$ cat config.mk
export PLATFORM = sky130hd
export DESIGN_NAME = word_assembler
export DESIGN_NICKNAME = d
export VERILOG_FILES = /design/src/rtl/word_assembler.sv
export SDC_FILE = /design/constraint.sdc
export NUM_CORES = 1
export LEC_CHECK = 0
export ABC_AREA = 1
export CAP_MARGIN = 20
export CORE_UTILIZATION = 46
export DETAILED_ROUTE_END_ITERATION = 6
export PLACE_DENSITY_LB_ADDON = 0.12
export SYNTH_ARGS = -nofsm -noshare
export SYNTH_HDL_FRONTEND = slang
export SYNTH_SLANG_ARGS = --single-unit
$ cat constraint.sdc
create_clock -name clk -period 1.4 [get_ports clk]
set_clock_uncertainty 0.15 [all_clocks]
set_input_delay 0.28 -clock clk [delete_from_list [all_inputs] [get_ports clk]]
set_output_delay 0.28 -clock clk [all_outputs]
set_load 0.02 [all_outputs]
$ cat src/rtl/word_assembler.sv
// Packs CHUNK_WIDTH chunks into an INPUT_WIDTH word for a downstream register; word valid one cycle after last accept.
// Full word is held (load_data high) until out_ready drains it; drain and refill slot 0 can share one edge.
module word_assembler #(
   parameter int INPUT_WIDTH = 32,
   parameter int CHUNK_WIDTH = 8,
   parameter int LSB_FIRST   = 1,
   localparam int NUM_CHUNKS = INPUT_WIDTH / CHUNK_WIDTH,
   localparam int CNT_W      = $clog2(NUM_CHUNKS + 1)
) (
   input  logic                   clk,
   input  logic                   rst,
   input  logic                   clear,
   input  logic                   en,
   input  logic                   in_valid,
   input  logic [CHUNK_WIDTH-1:0] in_data,
   output logic                   in_ready,
   input  logic                   out_ready,
   output logic                   load_data,
   output logic [INPUT_WIDTH-1:0] output_data,
   output logic [CNT_W-1:0]       chunk_count
);

   typedef enum logic {FILL, FULL} state_t;

   localparam logic [CNT_W-1:0] LAST_SLOT = CNT_W'(NUM_CHUNKS - 1);

   state_t                 state_q;
   logic [CNT_W-1:0]       cnt_q;
   logic [INPUT_WIDTH-1:0] buf_q;
   logic [INPUT_WIDTH-1:0] buf_d;
   logic [CNT_W-1:0]       slot;
   logic                   accept;

   // clear gates in_ready so a chunk presented alongside it is dropped, not half-written
   assign in_ready    = rst & ~clear & en & ((state_q == FILL) | out_ready);
   assign load_data   = en & (state_q == FULL);
   assign accept      = in_valid & in_ready;
   assign slot        = (state_q == FULL) ? '0 : cnt_q;
   assign output_data = buf_q;
   assign chunk_count = cnt_q;

   always_comb begin
      buf_d = buf_q;
      for (int k = 0; k < NUM_CHUNKS; k++) begin
         if (slot == CNT_W'(k)) begin
            buf_d[((LSB_FIRST != 0) ? k : (NUM_CHUNKS - 1 - k)) * CHUNK_WIDTH +: CHUNK_WIDTH] = in_data;
         end
      end
   end

   always_ff @(posedge clk or negedge rst) begin
      if (!rst) begin
         state_q <= FILL;
         cnt_q   <= '0;
         buf_q   <= '0;
      end else if (clear) begin
         state_q <= FILL;
         cnt_q   <= '0;
         buf_q   <= '0;
      end else if (en) begin
         if (accept) begin
            buf_q <= buf_d;
         end
         case (state_q)
            FILL: begin
               if (accept) begin
                  cnt_q <= cnt_q + CNT_W'(1);
                  if (cnt_q == LAST_SLOT) begin
                     state_q <= FULL;
                  end
               end
            end
            FULL: begin
               // accept in FULL implies out_ready, so it always coincides with a drain
               if (out_ready) begin
                  state_q <= FILL;
                  cnt_q   <= accept ? CNT_W'(1) : '0;
               end
            end
            default: begin
               state_q <= FILL;
               cnt_q   <= '0;
            end
         endcase
      end
   end

endmodule
==> impl_metrics.yaml, run 1 <==
run_status:
  outcome: "finished, violations left"
  violations: "negative setup slack"
floorplan:
  rows: 21
  core-area_um2: 3440
  dieArea_um2: 3970
  fp.dieW_um: 63.0
  die_h_um: 63.0
  ios: 51
  initial_core_util_pct: 49.7
finish:
  num_antenna_cells: 0
  layout.nets: 314
  fin_area_um2: 2990
  layout-drive-gt1-share_pct: 58.2
  layout.cells.non_filler: 345
  fillers: 164
  area_delta_synth_final_pct: 74.6
logic_synthesis:
  synth_area_leader_cell: "dfrtp_1"
  synth_seq_cells: 36
  post-synth-top-count-cell: "nand2_1"
  synth_edf_count: 0
  syn_area_per_cell_um2: 8.47
  yosysSeqAreaShare_pct: 52.7
  ys.flop_type: "dfrtp_1"
  synthTopCellsByCount: "nand2_1 (79), dfrtp_1 (36), nand3_1 (32)"
  synth_top_area_share_pct: 52.7
  synth_cell_types: 21
  async_flop_share_pct: 100
  syn_area_um2: 1710
  synth_nets: 218
  synth_area_leaders: "dfrtp_1 (53%), nand2_1 (17%), nand3_1 (9.4%)"
  yosys_warnings: 0
  synth_cells: 202
cts:
  clock_sinks: 36
  cts_max_level: 2
  root_buffer: "clkbuf_8"
  holdBufCountCts: 0
  insertion_delay_ns: 0.29
  cts.clk_slew.worst_paths_ns: 0.08
  numCtsBuffers: 5
  cts_tree: "yes"
  cts_buffer_depth: 2
detailed_routing:
  wl_per_cell_um: 18.9
  drt_first_iter_violations: 128
  drc: 0
  dr.pass1.iters: 4
  drtAntennaViolNets: 0
  vias: 1915
  drt-total-wl_um: 6520
  via_per_inst: 5.55
place:
  dpl-instance-area_um2: 2450
  place_congestion: 0.825
  dp.final_hpwl_um: 2930
  port_buffers: 50
  dpl.cell_count: 321
timing:
  fin_setup_tns_ns: -5.06
  drv_slew: 0
  setup_viol: 37
  fmax_mhz: 623
  final-hold-violation-count: 0
  worst_pin_slew_ns: 0.635
  finalCritPeriodShare_pct: 115
  setup_ws_ns: -0.204
  slew_headroom_pct: 57.5
  hold_slack_ns: 0.0454
  period_needed_ns: 1.60
  rsz0062_at_grt: "yes"
setup_path:
  cp-start-kind: "register"
  reg2reg_from: "state_q"
  cp.required_ns: 1.42
  crit_top_cell: "buf_6"
  path_class: "reg -> reg"
  cpPeakStageDelay_ns: 0.41
  cp_slowest_cell: "dfrtp_1"
  endpoint_kind: "register"
  cp_max_fo: 6
  critPathLaunch: "state_q"
  cp_data_arrival_time_ns: 1.63
  path_cells: "buf_6 -> buf_6 -> o211ai_1 -> buf_4 -> nand2_8 -> nand3_1 -> nand2_1"
power_and_ir_drop:
  pwr-share-seq_pct: 37.9
  pwr-share-comb_pct: 36.4
  ir_worst_vdd_mv: 0.699
  power_switching_share_pct: 36.5
  p_switching_w: 0.00127
  p_leak_nw: 1.57
  powerDensity_nw_per_um2: 1170
  clkPwrFrac_pct: 25.7
  internal_power_w: 0.00222
global_route:
  grtUsageTotal_pct: 30.0
  grt_max_degree: 37
  grt-ovfl-total: 0
  antenna_found_initial: 0
  grt_pass1_wl_um: 8980
  grt_pass1_vias: 1814
job:
  maxCapViolations: 0
min_path:
  hp-class: "in -> async"
-- worst paths after layout --
path / to / slack, ns / depth (start not counted)
min in group clk: output_data[18] / 0.33 / 2
hold reg to reg: output_data[18] / 0.33 / 2
max in group asynchronous: chunk_count[0] / 0.72 / 2
setup / recovery: output_data[7] / -0.20 / 7
hold / removal: output_data[9] / 0.05 / 2
setup reg to reg: output_data[7] / -0.20 / 7
-- critical path: cells and delay by family (launching register included) --
kind | cells | cell delay [ns]
buffers and inverters | 3 | 0.46
AOI/OAI and AO/OA | 1 | 0.16
DFF | 1 | 0.41
and+or+nand+nor | 3 | 0.30
-- power groups by stage --
stage	clock network [W]	logic [W]	registers, W
2_1_floorplan	0	0.000310	0.00148
3_5_place_dp	0	0.00101	0.00130
3_3_place_gp	0	0.000997	0.00129
6_report	0.000897	0.00127	0.00132
4_1_cts	0.000886	0.00106	0.00129
5_1_grt	0.000937	0.00134	0.00134
-- metal layers --
layer	wire length (um)	share of wire, %	track usage (%)
met1	2540	39	38.3
met2	3320	51	48.8
met3	497	7.6	7.30
met4	158	2.4	11.3
met5	0	0	0
-- sequential cells by signal (all words and copies together) (netlist names) --
| register | count |
|---|---|
| chunk_count | 3 |
| output_data | 32 |
| state_q | 1 |
-- cell type report --
type                       count  area [um2]  share of cell area (%)
clock buffer                   6        72.6                    2.43
clock inverter                 2        35.0                    1.17
inverter                      14        62.6                    2.09
multi-input combinational    149        1110                    37.2
sequential                    36         902                    30.2
tap                           46        57.6                    1.93
timing repair buffer          92         747                    25.0
-- logic make-up (layout without fill, tap and decap cells) --
kind of cell | count (synthesis) | after routing | share of synthesized area, %
compound gates | 5 | 5 | 1.97
fa+ha+maj | 2 | 2 | 1.46
buf+inv | 19 | 114 | 5.92
flops | 36 | 36 | 52.7
simple gates | 140 | 142 | 38.0
-- layout by cell type, fill, tap and decap left out, drive strengths merged --
cell type and instances:
buf 53, dlygate4sd2 4, clkinv 1, dfrtp 36, ha 2, bufinv 1
a21boi 1, nor3 2, a41oi 1, clkbuf 32, inv 14, nand4 5
nand2 92, a21oi 1, clkdlybuf4s50 9, o211ai 1, nor2 11, nand3 32
o21ai 1
-- stage by stage --
| step | total power, W | utilization, % | worst slack (ns) |
|---|---|---|---|
| 2_1_floorplan | 0.00179 | - | 0.00546 |
| 3_5_place_dp | 0.00231 | 71.1 | -0.667 |
| 6_report | 0.00349 | 86.8 | -0.204 |
| 3_3_place_gp | 0.00229 | 71.1 | -0.644 |
| 5_1_grt | 0.00361 | 86.8 | -0.256 |
| 4_1_cts | 0.00324 | 81.8 | -0.153 |
-- timing repair --
item / in CTS / in global routing
setup buffers: 6 / 9
pin swaps: 18 / 24
gates resized for setup: 140 / 100
gates cloned: 1 / 2
setup endpoints to repair: 72 / 68
Power figures use the tool's default switching activity.
==> inputs of run 2 (changes only) <==
--- a/config.mk
+++ b/config.mk
@@ -8,4 +8,5 @@
 export ABC_AREA = 1
 export CAP_MARGIN = 20
+export CORE_MARGIN = 3
 export CORE_UTILIZATION = 46
 export DETAILED_ROUTE_END_ITERATION = 6
--- a/constraint.sdc
+++ b/constraint.sdc
@@ -3,3 +3,3 @@
 set_input_delay 0.28 -clock clk [delete_from_list [all_inputs] [get_ports clk]]
 set_output_delay 0.28 -clock clk [all_outputs]
-set_load 0.02 [all_outputs]
+set_load 0.01 [all_outputs]
==> run 2 against run 1 <==
  * The flow still finishes with violations (negative setup slack)
  * Final cell count increased by 4.3%
  * Clock power rose by 2.8%
  * Critical path depth unchanged
  * Fmax is 4.9% lower
  * Setup slack got worse by 0.083 ns
  * Global-route usage fell by 3.8 points
  * Sequential power barely moved
  * First-iteration DRC count grew 120%
  * Die area increased by 13%
  * Via count up 12%
  * Largest cell class unchanged
  * Highest routed layer unchanged
==> impl_metrics.yaml, run 2 (synthesis results as in run 1) <==
run_status:
  outcome: "finished, violations left"
  violations: "negative setup slack"
floorplan:
  die_h_um: 67.0
  dieArea_um2: 4490
  ios: 51
  core-area_um2: 3470
  initial_core_util_pct: 49.3
  fp.dieW_um: 67.0
  rows: 21
setup_path:
  endpoint_kind: "register"
  cp.required_ns: 1.47
  path_class: "reg -> reg"
  cp_max_fo: 8
  cp_data_arrival_time_ns: 1.76
  cp-start-kind: "register"
  rrSetupSlack_ns: -0.29
timing:
  fmax_mhz: 593
  drv_slew: 0
  slew_headroom_pct: 57.7
  rsz0062_at_grt: "yes"
  setup_viol: 41
  finalCritPeriodShare_pct: 120
  setup_ws_ns: -0.287
  period_needed_ns: 1.69
  worst_pin_slew_ns: 0.632
  final-hold-violation-count: 0
  fin_setup_tns_ns: -6.54
finish:
  area_delta_synth_final_pct: 88.7
  largest_reg_flops: 32
  mostFrequentLayoutCells: "nand2_1 (50), buf_4 (42), dfrtp_1 (35), clkdlybuf4s15_1 (31), nand3_2 (28)"
  num_antenna_cells: 0
  fin_area_um2: 3230
  final_common_cell: "nand2_1"
  layout.nets: 329
  layout-drive-gt1-share_pct: 48.7
  fin_util_pct: 93.0
power_and_ir_drop:
  pwr-share-seq_pct: 36.7
  internal_power_w: 0.00233
  ir_worst_vdd_mv: 1.18
  pwr-share-comb_pct: 37.6
  p_leak_nw: 1.62
  p_switching_w: 0.00125
  power_switching_share_pct: 34.8
  clkPwrFrac_pct: 25.7
  powerDensity_nw_per_um2: 1110
min_path:
  hp-class: "in -> async"
job:
  maxCapViolations: 0
cts:
  numCtsBuffers: 5
  cts.clk_slew.worst_paths_ns: 0.07
  holdBufCountCts: 0
  cts_tree: "yes"
  root_buffer: "clkbuf_8"
  cts_buffer_depth: 2
  insertion_delay_ns: 0.29
  cts_max_level: 2
  clock_sinks: 36
place:
  port_buffers: 50
  dpl-instance-area_um2: 2430
  dp.final_hpwl_um: 2980
  place_congestion: 0.849
detailed_routing:
  via_per_inst: 5.96
  dr.pass1.iters: 4
  drtAntennaViolNets: 0
  drt-total-wl_um: 8090
  vias: 2144
  drc: 0
  drt_first_iter_violations: 282
  wl_per_cell_um: 22.5
global_route:
  grt_pass1_wl_um: 8670
  grt-ovfl-total: 0
  grt_max_degree: 37
  grtUsageTotal_pct: 26.2
  antenna_found_initial: 0
  grt_pass1_vias: 1814
-- run 2: cell types whose count changed in the layout (fill, tap and decap cells not counted), sizes merged --
| cell | previous run | this run |
|---|---|---|
| buf | 53 | 59 |
| clkbuf | 32 | 7 |
| clkdlybuf4s15 | 0 | 31 |
| dlygate4sd2 | 4 | 6 |
| nand2 | 92 | 93 |
-- run 2: final cells by class --
type                            count  area [um2]
Timing Repair Buffer              106         981
Clock buffer                        6        72.6
Inverter                           14        62.6
Sequential cell                    36         902
Fill cell                         126         241
Tap cell                           46        57.6
Clock inverter                      2        35.0
Multi-Input combinational cell    150        1120
-- run 2: power groups by stage --
| stage | Combinational [W] | Sequential [W] | Clock [W] |
|---|---|---|---|
| CTS | 0.000988 | 0.00128 | 0.000895 |
| finish | 0.00135 | 0.00132 | 0.000922 |
| floorplan | 0.000308 | 0.00136 | 0 |
| detailed placement | 0.000878 | 0.00130 | 0 |
| global route | 0.00142 | 0.00132 | 0.000956 |
| global placement | 0.000869 | 0.00129 | 0 |
-- run 2: metal layers --
layer	part of all wire, %	track usage, %	vias to the layer above
li1	-	-	875
met4	8.6	13.9	0
met1	34	33.6	1028
met5	0	0	-
met3	9.2	4.55	69
met2	48	42.0	172
-- run 2: worst paths after layout --
path	from	to	cells past startpoint
max	state_q	output_data[2]	7
min	rst	state_q	2
max reg2reg	state_q	output_data[2]	7
min reg2reg	output_data[18]	output_data[18]	2
max in group asynchronous	rst	chunk_count[1]	2
min in group clk	output_data[18]	output_data[18]	2
-- run 2: what timing repair did --
item / 4_1_cts / 5_1_grt
pin swaps: 36 / 16
resized for setup: 113 / 81
gates cloned: 2 / 1
endpoints found under the setup margin: 72 / 68
buffers inserted: 7 / 21
-- run 2: critical path, stage by stage (launching register included) --
cell and delay [ns]:
dfrtp_1 0.42, buf_6 0.16, o211ai_1 0.26, buf_4 0.23, nand2_8 0.09, nand2_8 0.14, nand2_2 0.07, nand2_1 0.08
-- run 2: through the flow --
stage               setup WS [ns]  hold slack, ns  cells  power [W]
floorplan                  0.0334          -0.166    202    0.00167
global placement           -0.629           0.305    321    0.00216
detailed placement         -0.625           0.308    321    0.00217
CTS                        -0.152          0.0331    338    0.00316
global route               -0.309          0.0754    360    0.00370
finish                     -0.287          0.0368    360    0.00358
==> inputs of run 3 (changes only) <==
CORE_UTILIZATION = 42   (was 46)
clock period = 1.5 ns   (was 1.4 ns; I/O delays follow)
==> run 3 against run 2 <==
  * Critical path depth grew 1
  * Setup slack gained 0.15 ns
  * Largest power group is now sequential cells
  * Sequential cell count is the same
  * Combinational power shrank 25%
  * First-iteration DRC count shrank 49%
  * Design area shrank 6.9%
  * Fmax grew 3.3%
  * Power shrank 20%
  * The run still ends with negative setup slack left
  * Global-route usage shrank 5.5 points
  * Sequential share of layout area grew 2.1 points
  * Clock power shrank 29%
  * Sequential power shrank 8%
==> impl_metrics.yaml, run 3 (synthesis results as in run 1) <==
run_status:
  outcome: "finished, violations left"
  violations: "negative setup slack"
detailed_routing:
  vias: 1775
  drt_first_iter_violations: 144
  route.met2.wl_um: 2880
  top_layer: "met4"
  dr.pass1.iters: 4
  met3_wirelength_um: 279
  routedLengthMet1_um: 2260
  via_per_inst: 5.09
  drc: 0
  drt-total-wl_um: 5500
  wl_per_cell_um: 15.8
  drtAntennaViolNets: 0
power_and_ir_drop:
  powerDensity_nw_per_um2: 956
  ir_worst_vdd_mv: 0.557
  p_leak_nw: 1.62
  power.total_w: 0.00287
floorplan:
  rows: 22
  core-area_um2: 3800
  ios: 51
  dieArea_um2: 4870
  initial_core_util_pct: 45.0
  die_h_um: 69.8
  fp.dieW_um: 69.8
finish:
  area_delta_synth_final_pct: 75.6
  fillers: 243
  layout-drive-gt1-share_pct: 39.5
  final_common_cell: "nand2_1"
  fin_util_pct: 79.1
  largest_reg_flops: 32
  mostFrequentLayoutCells: "nand2_1 (48), dlygate4sd2_1 (38), dfrtp_1 (35), nand2_2 (32), buf_4 (26)"
  num_antenna_cells: 0
  layout.nets: 317
global_route:
  grt_pass1_vias: 1640
  grt_pass1_wl_um: 8020
  antenna_found_initial: 0
  grt-ovfl-total: 0
  grt_max_degree: 37
  grtUsageTotal_pct: 20.7
setup_path:
  cp_data_arrival_time_ns: 1.71
  path_class: "reg -> reg"
  cp_max_fo: 8
  endpoint_kind: "register"
  cp.required_ns: 1.57
  cp-start-kind: "register"
timing:
  drv_slew: 0
  setup_ws_ns: -0.133
  setup_viol: 18
  period_needed_ns: 1.63
  slew_headroom_pct: 69.1
  final-hold-violation-count: 0
  rsz0062_at_grt: "yes"
  worst_pin_slew_ns: 0.464
  fmax_mhz: 612
  finalCritPeriodShare_pct: 109
place:
  place_congestion: 0.793
  port_buffers: 50
  dp.final_hpwl_um: 3090
cts:
  holdBufCountCts: 0
  clock_sinks: 36
  root_buffer: "clkbuf_8"
  insertion_delay_ns: 0.29
  cts.clk_slew.worst_paths_ns: 0.07
  cts_tree: "yes"
  numCtsBuffers: 5
  cts_max_level: 2
  cts_buffer_depth: 2
min_path:
  hp-class: "in -> async"
job:
  maxCapViolations: 0
==> run 3: area by class of cell <==
cell class,count,area [um2],share of cell area [%]
multi-input combinational,150,985,32.8
timing repair buffer,94,916,30.5
sequential,36,902,30.0
clock buffer,6,72.6,2.42
inverter,14,62.6,2.08
tap,48,60.1,2.00
clock inverter,1,5.00,0.167
==> run 3: repair_timing <==
action	4_1_cts	5_1_grt
setup endpoints to repair	72	38
buffers inserted	8	11
gates cloned	3	1
pin swaps	12	22
gates resized for setup	74	58
==> run 3: per-layer routing <==
layer | GRT usage (%) | up-vias
met5 | 0 | -
met4 | 5.74 | 0
met3 | 4.93 | 6
met2 | 32.6 | 45
met1 | 28.5 | 869
li1 | - | 855
==> run 3: worst max-delay path, stage by stage, from the launching register on <==
cell	delay, ns
dfrtp_1	0.41
buf_6	0.16
buf_12	0.12
o211ai_1	0.18
buf_4	0.20
nand2_8	0.08
nand2_8	0.13
nand2_1	0.08
nand2_2	0.06
==> run 3: per-stage QoR <==
| stage | setup TNS, ns | hold WS [ns] | area [um2] | std cells | worst slack, ns |
|---|---|---|---|---|---|
| final | -1.10 | 0.0760 | 3000 | 349 | -0.133 |
| after floorplan | 0 | -0.146 | 1710 | 202 | 0.133 |
| after global routing | -2.72 | 0.121 | 3000 | 349 | -0.173 |
| after CTS | -0.159 | 0.0866 | 2690 | 338 | -0.0749 |
| after global placement | -17.32 | 0.304 | 2450 | 320 | -0.573 |
| after detailed placement | -16.99 | 0.307 | 2450 | 320 | -0.570 |
==> run 3: path summary, 6_finish.rpt <==
kind | startpoint | endpoint | slack (ns) | cells after the start
min reg2reg | output_data[10] | output_data[10] | 0.32 | 2
min | rst | output_data[8] | 0.08 | 2
max reg2reg | state_q | output_data[4] | -0.13 | 8
max | state_q | output_data[4] | -0.13 | 8
max in group asynchronous | rst | chunk_count[0] | 0.78 | 2
min in group clk | output_data[10] | output_data[10] | 0.32 | 2
==> run 3: power by group <==
part	total (W)	internal (W)	switching, W
Combinational	0.00101	0.000472	0.000533
Clock	0.000654	0.000316	0.000338
Sequential	0.00121	0.00111	0.000101
